### src/rtl/instr_fetch_unit.sv
// ---------------------------------------------------------------------------------------------
// instr_fetch_unit
//   Instruction fetch front end. Owns the fetch PC, issues word requests to instruction memory
//   over a req/gnt/rvalid interface, tags each granted request with its PC in an in-order tag
//   queue, and buffers returned words with their PCs for the decode stage. Taken-branch/jal
//   redirects flush buffered and in-flight wrong-path work; responses to requests already
//   granted before a redirect are counted down and dropped (DRAIN state).
//
//   Ports
//     clk, rst          clock; synchronous active-high reset
//     imem_req/addr     request valid and word address toward instruction memory
//     imem_gnt          request accepted when imem_req & imem_gnt
//     imem_rvalid/rdata in-order read response
//     redirect/_pc      one-cycle taken-branch pulse and target (bits[1:0] ignored)
//     instr_valid/instr/instr_pc  registered buffer head toward decode
//     dec_ready         decode accepts head when instr_valid & dec_ready
//     instr_illegal     head opcode unsupported
//
//   Optional feature: define FETCH_ILLEGAL_CHK_EN to enable the opcode checker; otherwise
//   instr_illegal is tied low.
// ---------------------------------------------------------------------------------------------
module instr_fetch_unit #(
    parameter logic [31:0] RESET_PC   = 32'h0000_0000,
    parameter int unsigned FIFO_DEPTH = 2
) (
    input  logic        clk,
    input  logic        rst,
    output logic        imem_req,
    output logic [31:0] imem_addr,
    input  logic        imem_gnt,
    input  logic        imem_rvalid,
    input  logic [31:0] imem_rdata,
    input  logic        redirect,
    input  logic [31:0] redirect_pc,
    output logic        instr_valid,
    output logic [31:0] instr,
    output logic [31:0] instr_pc,
    input  logic        dec_ready,
    output logic        instr_illegal
);

    localparam int unsigned PtrW = $clog2(FIFO_DEPTH);
    localparam int unsigned CntW = $clog2(FIFO_DEPTH + 1);
    localparam int unsigned SumW = CntW + 1;

    typedef enum logic [0:0] {StFetch, StDrain} state_e;

    state_e            state_q;
    logic [31:0]       fetch_pc_q;
    logic [CntW-1:0]   inflight_q;
    logic [CntW-1:0]   discard_q;

    // In-order PC tags of granted requests
    logic [31:0]       tag_pc_q [FIFO_DEPTH];
    logic [PtrW-1:0]   tag_wr_q;
    logic [PtrW-1:0]   tag_rd_q;

    // Instruction buffer
    logic [31:0]       buf_data_q [FIFO_DEPTH];
    logic [31:0]       buf_pc_q   [FIFO_DEPTH];
    logic [PtrW-1:0]   buf_wr_q;
    logic [PtrW-1:0]   buf_rd_q;
    logic [CntW-1:0]   buf_cnt_q;

    logic              credit_ok;
    logic              grant;
    logic              rsp;
    logic              rsp_keep;
    logic              pop;
    logic              buf_valid;
    logic [31:0]       redirect_pc_aligned;
    logic [CntW-1:0]   discard_redir;
    logic [CntW-1:0]   discard_dec;

    assign redirect_pc_aligned = redirect_pc & ~32'd3;

    always_comb begin
        // Occupancy plus in-flight never exceeds depth, so every granted response has a slot.
        // Neither term can grow while a request waits for grant, so imem_req stays asserted.
        credit_ok = ({1'b0, inflight_q} + {1'b0, buf_cnt_q}) < SumW'(FIFO_DEPTH);
        imem_req  = !rst && (state_q == StFetch) && !redirect && credit_ok;
        grant     = imem_req && imem_gnt;
        rsp       = !rst && imem_rvalid;
        // A response is kept only if it belongs to the current path
        rsp_keep  = rsp && (discard_q == '0);
        buf_valid = (buf_cnt_q != '0);
        pop       = !rst && buf_valid && dec_ready;
        // Everything in flight at a redirect is wrong-path, except a response landing right now
        discard_redir = inflight_q - CntW'(rsp);
        discard_dec   = (rsp && (discard_q != '0)) ? discard_q - CntW'(1) : discard_q;
    end

    assign imem_addr = fetch_pc_q;

    always_ff @(posedge clk) begin
        if (rst) begin
            state_q    <= StFetch;
            fetch_pc_q <= RESET_PC;
            inflight_q <= '0;
            discard_q  <= '0;
            tag_wr_q   <= '0;
            tag_rd_q   <= '0;
            buf_wr_q   <= '0;
            buf_rd_q   <= '0;
            buf_cnt_q  <= '0;
        end else begin
            inflight_q <= inflight_q + CntW'(grant) - CntW'(rsp);

            if (grant) begin
                tag_pc_q[tag_wr_q] <= fetch_pc_q;
                tag_wr_q           <= tag_wr_q + PtrW'(1);
            end

            if (redirect) begin
                // No grant is possible this cycle, so tag_wr_q is stable here
                fetch_pc_q <= redirect_pc_aligned;
                discard_q  <= discard_redir;
                state_q    <= (discard_redir != '0) ? StDrain : StFetch;
                tag_rd_q   <= tag_wr_q;
                buf_wr_q   <= '0;
                buf_rd_q   <= '0;
                buf_cnt_q  <= '0;
            end else begin
                if (grant) begin
                    fetch_pc_q <= fetch_pc_q + 32'd4;
                end
                discard_q <= discard_dec;

                unique case (state_q)
                    StFetch: state_q <= StFetch;
                    StDrain: state_q <= (discard_dec == '0) ? StFetch : StDrain;
                    default: state_q <= StFetch;
                endcase

                if (rsp_keep) begin
                    buf_data_q[buf_wr_q] <= imem_rdata;
                    buf_pc_q[buf_wr_q]   <= tag_pc_q[tag_rd_q];
                    buf_wr_q             <= buf_wr_q + PtrW'(1);
                    tag_rd_q             <= tag_rd_q + PtrW'(1);
                end
                if (pop) begin
                    buf_rd_q <= buf_rd_q + PtrW'(1);
                end
                buf_cnt_q <= buf_cnt_q + CntW'(rsp_keep) - CntW'(pop);
            end
        end
    end

    // Head is presented straight from registers; no path from imem_rdata
    assign instr_valid = !rst && buf_valid;
    assign instr       = instr_valid ? buf_data_q[buf_rd_q] : 32'd0;
    assign instr_pc    = instr_valid ? buf_pc_q[buf_rd_q]   : 32'd0;

`ifdef FETCH_ILLEGAL_CHK_EN
    logic op_ok;

    always_comb begin
        op_ok = 1'b0;
        case (instr[6:0])
            7'b0000011, 7'b0100011, 7'b0110011,
            7'b1100011, 7'b0010011, 7'b1101111: op_ok = 1'b1;
            default:                            op_ok = 1'b0;
        endcase
    end

    assign instr_illegal = instr_valid & ((instr[1:0] != 2'b11) | !op_ok);
`else
    assign instr_illegal = 1'b0;
`endif

endmodule

### config.mk
export PLATFORM = sky130hd
export DESIGN_NAME = instr_fetch_unit
export DESIGN_NICKNAME = d
export VERILOG_FILES = /design/src/rtl/instr_fetch_unit.sv
export SDC_FILE = /design/constraint.sdc
export NUM_CORES = 1
export LEC_CHECK = 0
export BUFFER_PORTS_ARGS = -buffer_cell sky130_fd_sc_hd__buf_2
export CELL_PAD_IN_SITES_DETAIL_PLACEMENT = 0
export CELL_PAD_IN_SITES_GLOBAL_PLACEMENT = 1
export CORE_MARGIN = 8
export CORE_UTILIZATION = 40
export CTS_CLUSTER_SIZE = 12
export DETAILED_ROUTE_END_ITERATION = 8
export PLACE_DENSITY = 0.74
export SLEW_MARGIN = 20
export SYNTH_ARGS = -nofsm -noshare
export SYNTH_HDL_FRONTEND = slang
export SYNTH_SLANG_ARGS = --single-unit
### constraint.sdc
create_clock -name clk -period 8.3 [get_ports clk]
set_input_delay 1.245 -clock clk [delete_from_list [all_inputs] [get_ports clk]]
set_output_delay 1.245 -clock clk [all_outputs]
set_load 0.005 [all_outputs]
==> impl_metrics.ini, run 1 <==
[critical_path]
required_ns = 7.05
reg2reg_slack_ns = 4.62
slowest_stage = buf_2
slowest_delay_ns = 0.59
rr_worst_depth = 7
arrival_ns = 3.55
cp_cell_sequence = buf_2, clkinv_1, o21ai_4, buf_4, nor2_1, buf_2
cp-end-kind = output pin
crit_fanout = 52
r2r-end = tag_pc_q[0][23]
r2r_start = buf_cnt_q[0]
cp-start-kind = input port
crit_path_frequent_cell = buf_2
criticalPathCategory = input port to output pin

[cts]
cts_buffer_depth = 3
cts.repair.resized = 0
clkLatencyLatePin_ns = 0.52
htreeDepth = 1
clock-sinks = 227
cts_root_buf = clkbuf_16
cts_tree = done
post_cts_buffers = 0
cts_hold_buf = 0
numCtsBuffers = 25
cts.clk_slew.worst_paths_ns = 0.06

[grt]
grt_use_met1_pct = 19.8
gr-usage-met3_pct = 3.54
grt_first_pass_wirelength_mm = 34.4
grt_busiest_layer = met2
grt_pass1_vias = 5969
antenna_found_initial = 0
grt_max_degree = 63
grt_usage_pct = 15.2
met2_usage_pct = 25.5
overflow = 0

[finish]
insertedDiodeCount = 0
mostFrequentLayoutCell = edfxtp_1
fillers = 2127
seq_area_um2 = 6390
final_cell_mix = edfxtp_1 (184), buf_2 (161), nor2_1 (88)
drive_gt1_share_pct = 28.8
multi_input_comb_area_um2 = 2820
synthToLayoutAreaGrowth_pct = 20.3
final_nets = 915
finalNonFillerCells = 1174

[floorplan]
die_w_um = 169
floorplan.initialDensity_pct = 40.3
fp.dieH_um = 169
num_rows = 56
core_area_um2 = 23300
io_pins = 169
die_area_um2 = 28600

[route]
drt_iter0_drc = 467
ant_nets = 0
num_vias = 6014
first_pass_iters = 8
vias_per_cell = 5.12
wirelength_mm = 22.3
avgRoutedWirePerCell_um = 19.0
drc = 0

[sta]
clock_skew_ns = 0.0130
fmax_mhz = 209
rsz0062_at_grt = no
fin_crit_ns = 4.79
relSlewSlack_pct = 38.7
hold_viol = 0
tightest_slew_ns = 0.920
whs_ns = 0.533
finalSetupTns_ns = 0
report.final.slew_viol_count = 0
setup_viol = 0
finalCritPeriodShare_pct = 57.8

[synthesis]
yosysTopAreaCellShare_pct = 59.0
ys_warn_count = 0
avgSynthCellArea_um2 = 13.9
yosysSeqAreaShare_pct = 68.1
synth-seq-cells = 227
synth_largest_area_cell = edfxtp_1
ys_top_cells_by_area = edfxtp_1 (59%), dfxtp_1 (9.2%), mux2i_1 (6.7%)
ys.flop_type = edfxtp_1
synthCells = 672
yosysUniqueCellTypes = 56
synth-edff-count = 184
syn-cell-area_um2 = 9370
synthArstFlopShare_pct = 0

[job]
cap_violations = 0

[power]
power.density_nw_per_um2 = 219
leakagePower_nw = 4.02
ir_drop_uv = 128
power_mw = 2.47

[placed_design]
dpl.hpwl_mm = 14.1
port_buffers = 161
dp.cells = 1129
gp_congestion = 0.807

[worst_hold_path]
min-delay-start = buf_rd_q
holdPathStages = 2
hold_path.class = flop to flop

[outcome]
status = complete, no violations
## final cells by class
class / instances / share of cell area, %
inverters: 14 / 0.466
clock buffers: 35 / 5.88
repair buffers: 171 / 7.81
well taps: 319 / 3.54
flip-flops and latches: 227 / 56.7
multi-input cells: 398 / 25.0
clock inverters: 10 / 0.655
## report_power, final
group          leakage, nW  internal [mW]  switching, mW  total [mW]
sequential            2.03           1.27         0.0324        1.30
combinational         1.62         0.0663         0.0905       0.157
clock                0.360          0.586          0.423        1.01
## synthesized netlist by cell type, drive strengths merged (5+ instances only)
library cell	n
nor2b	6
a21oi	9
nand4	19
a211oi	8
xor2	6
edfxtp	184
inv	12
nor3	8
or4	6
and4	7
dfxtp	43
buf	10
mux2	32
nand2	23
ha	7
and2	9
o21ai	8
xnor2	11
mux2i	63
clkbuf	27
nor2	89
a311oi	10
nand3	8
a31oi	6
nor4	11
o211ai	5
## routing by layer
layer	vias up	wire length, µm	part of all wire (%)
met5	-	0	0
li1	2888	-	-
met1	2921	10000	45
met3	30	1490	6.7
met2	175	10500	47
met4	0	347	1.6
## logic make-up (layout without fill, tap and decap cells)
group | count (synthesis) | count (layout) | share of synthesized area [%]
and+or+nand+nor | 208 | 208 | 11.2
buffers and inverters | 51 | 230 | 2.26
xor gates and xnor gates | 17 | 17 | 1.59
DFF | 227 | 227 | 68.1
adders and majority gates | 8 | 8 | 1.15
AOI/OAI and AO/OA | 65 | 65 | 5.02
muxes | 95 | 95 | 10.6
other | 1 | 5 | 0.0400
## through the flow
| stage | worst slack [ns] | util [%] | instance area, µm² |
|---|---|---|---|
| after floorplan | 1.30 | - | 9390 |
| after global placement | 3.44 | 45.3 | 10500 |
| after detailed placement | 3.46 | 45.3 | 10500 |
| after CTS | 3.45 | 48.5 | 11300 |
| after global routing | 3.30 | 48.5 | 11300 |
| final | 3.51 | 48.5 | 11300 |
## worst max-delay path by stage
stage          slack, ns          endpoint     start  depth (start not counted)
5_1_grt             3.30      instr_pc[11]       rst                          6
2_1_floorplan       1.30  buf_data_q[1][0]  redirect                          4
4_1_cts             3.45      instr_pc[21]       rst                          6
6_report            3.51      instr_pc[21]       rst                          6
3_5_place_dp        3.46      instr_pc[21]       rst                          6
3_3_place_gp        3.44      instr_pc[21]       rst                          6
## registers in the layout, summed over array words and instances (netlist names), 2 cells and up, named ones only
signal and count:
inflight_q 2, buf_data_q 64, buf_cnt_q 2, tag_pc_q 60, discard_q 2, buf_pc_q 60
imem_addr 30
## critical path: cells and delay by family
kind,cells,cell delay (ns)
buffers and inverters,4,1.81
AOI/OAI and AO/OA,1,0.30
and+or+nand+nor,1,0.14
(Power assumes the default switching activity.)
==> run 2, diff against run 1 <==
clock period = 4.5 ns   (was 8.3 ns; I/O delays follow)
==> impl_metrics.ini, run 2 (synthesized netlist as in run 1, its figures left out) <==
[outcome]
status = complete, no violations

[floorplan]
floorplan.initialDensity_pct = 40.3
num_rows = 56
io_pins = 169
fp.dieH_um = 169
die_w_um = 169
die_area_um2 = 28600
core_area_um2 = 23300

[sta]
hold_viol = 0
setup_viol = 0
relSlewSlack_pct = 33.1
fin_crit_ns = 3.58
fmax_mhz = 279
report.final.slew_viol_count = 0
clock_skew_ns = 0.0179
rsz0062_at_grt = no
tightest_slew_ns = 0.994
whs_ns = 0.372
finalSetupTns_ns = 0
finalCritPeriodShare_pct = 79.5

[finish]
final_cell_mix = edfxtp_1 (184), buf_2 (161), nor2_1 (88)
drive_gt1_share_pct = 29.3
regMostFlops = buf_data_q
finalNonFillerCells = 1178
fillers = 2118
final_nets = 920
largest_reg_flops = 64
mostFrequentLayoutCell = edfxtp_1
synthToLayoutAreaGrowth_pct = 20.9
insertedDiodeCount = 0
top_regs = buf_data_q x64, buf_pc_q x60, tag_pc_q x60

[critical_path]
cp_cell_sequence = and2_1, fa_1, or4b_1, nor4_1, buf_4, a311oi_1, a2111oi_0
r2r-end = imem_addr[23]
cp-start-kind = flop
r2r_start = buf_cnt_q[0]
slowest_stage = nor4_1
criticalPathCategory = flop to flop
reg2reg_slack_ns = 0.92
crit_path_end = imem_addr[23]
rr_worst_depth = 7
startpoint = buf_cnt_q[0]
crit_fanout = 15
arrival_ns = 3.96
cp-end-kind = flop
slowest_delay_ns = 0.94
required_ns = 4.88

[route]
wirelength_mm = 22.0
drc = 0
first_pass_iters = 5
drt_iter0_drc = 388
avgRoutedWirePerCell_um = 18.7
num_vias = 5995
ant_nets = 0
vias_per_cell = 5.09

[cts]
cts_tree = done
cts_root_buf = clkbuf_16
cts.repair.resized = 0
htreeDepth = 1
cts_hold_buf = 0
clkLatencyLatePin_ns = 0.50
cts_buffer_depth = 3
numCtsBuffers = 25
cts.clk_slew.worst_paths_ns = 0.06
clock-sinks = 227
post_cts_buffers = 0

[grt]
grt_max_degree = 63
grt_first_pass_wirelength_mm = 33.6
antenna_found_initial = 0
grt_usage_pct = 14.9
grt_pass1_vias = 5960
overflow = 0

[placed_design]
dp.cells = 1134
dpl.hpwl_mm = 14.6
gp_congestion = 0.788
port_buffers = 161

[power]
leakagePower_nw = 4.05
power.density_nw_per_um2 = 397
ir_drop_uv = 272

[worst_hold_path]
hold_path.class = input port to flop
min-delay-start = imem_rdata[1]

[job]
cap_violations = 0
## run 2: cell type report
type                    count  area, µm²  area share (%)
clock buffers              36        687            6.06
clock inverters             8       41.3           0.365
inverters                  14       52.6           0.464
multi-input cells         398       2830            24.9
flip-flops and latches    227       6390            56.4
well taps                 319        399            3.52
repair buffers            176        931            8.22
## run 2: worst min path at each step
stage,cells past startpoint,endpoint
3_5_place_dp,2,flop
6_report,1,buf_data_q[1][1]
4_1_cts,1,buf_data_q[1][13]
5_1_grt,1,buf_data_q[0][18]
2_1_floorplan,1,tag_wr_q
3_3_place_gp,2,flop
## run 2: per-stage QoR
| stage | power (mW) | utilization [%] | instance area (µm²) | worst slack, ns |
|---|---|---|---|---|
| 2_1_floorplan | 2.60 | - | 9400 | 0.265 |
| 3_3_place_gp | 2.74 | 45.6 | 10600 | 1.12 |
| 3_5_place_dp | 2.75 | 45.6 | 10600 | 1.02 |
| 4_1_cts | 4.56 | 48.7 | 11300 | 1.00 |
| 5_1_grt | 4.67 | 48.7 | 11300 | 0.823 |
| 6_report | 4.50 | 48.7 | 11300 | 0.921 |
## run 2: report_power, final
part,internal (mW),switching [mW],total [mW]
sequential,2.34,0.0620,2.41
clock,1.06,0.744,1.80
combinational,0.127,0.168,0.295
total,3.53,0.973,4.50
## run 2: worst max-delay path: cells and delay by family (launching register included)
family / cells / cell delay, ns
AND/OR/NAND/NOR: 3 / 1.91
adder cells (fa/ha/maj): 1 / 0.44
AO/OA/AOI/OAI: 2 / 0.43
flip-flops: 1 / 0.41
buffers and inverters: 1 / 0.28
## run 2: routing by layer
metal	vias up	GRT usage, %	wire (µm)
met2	198	25.6	10600
met1	2885	18.8	9540
met4	0	3.46	387
met5	-	0	0
met3	28	3.19	1530
li1	2884	-	-
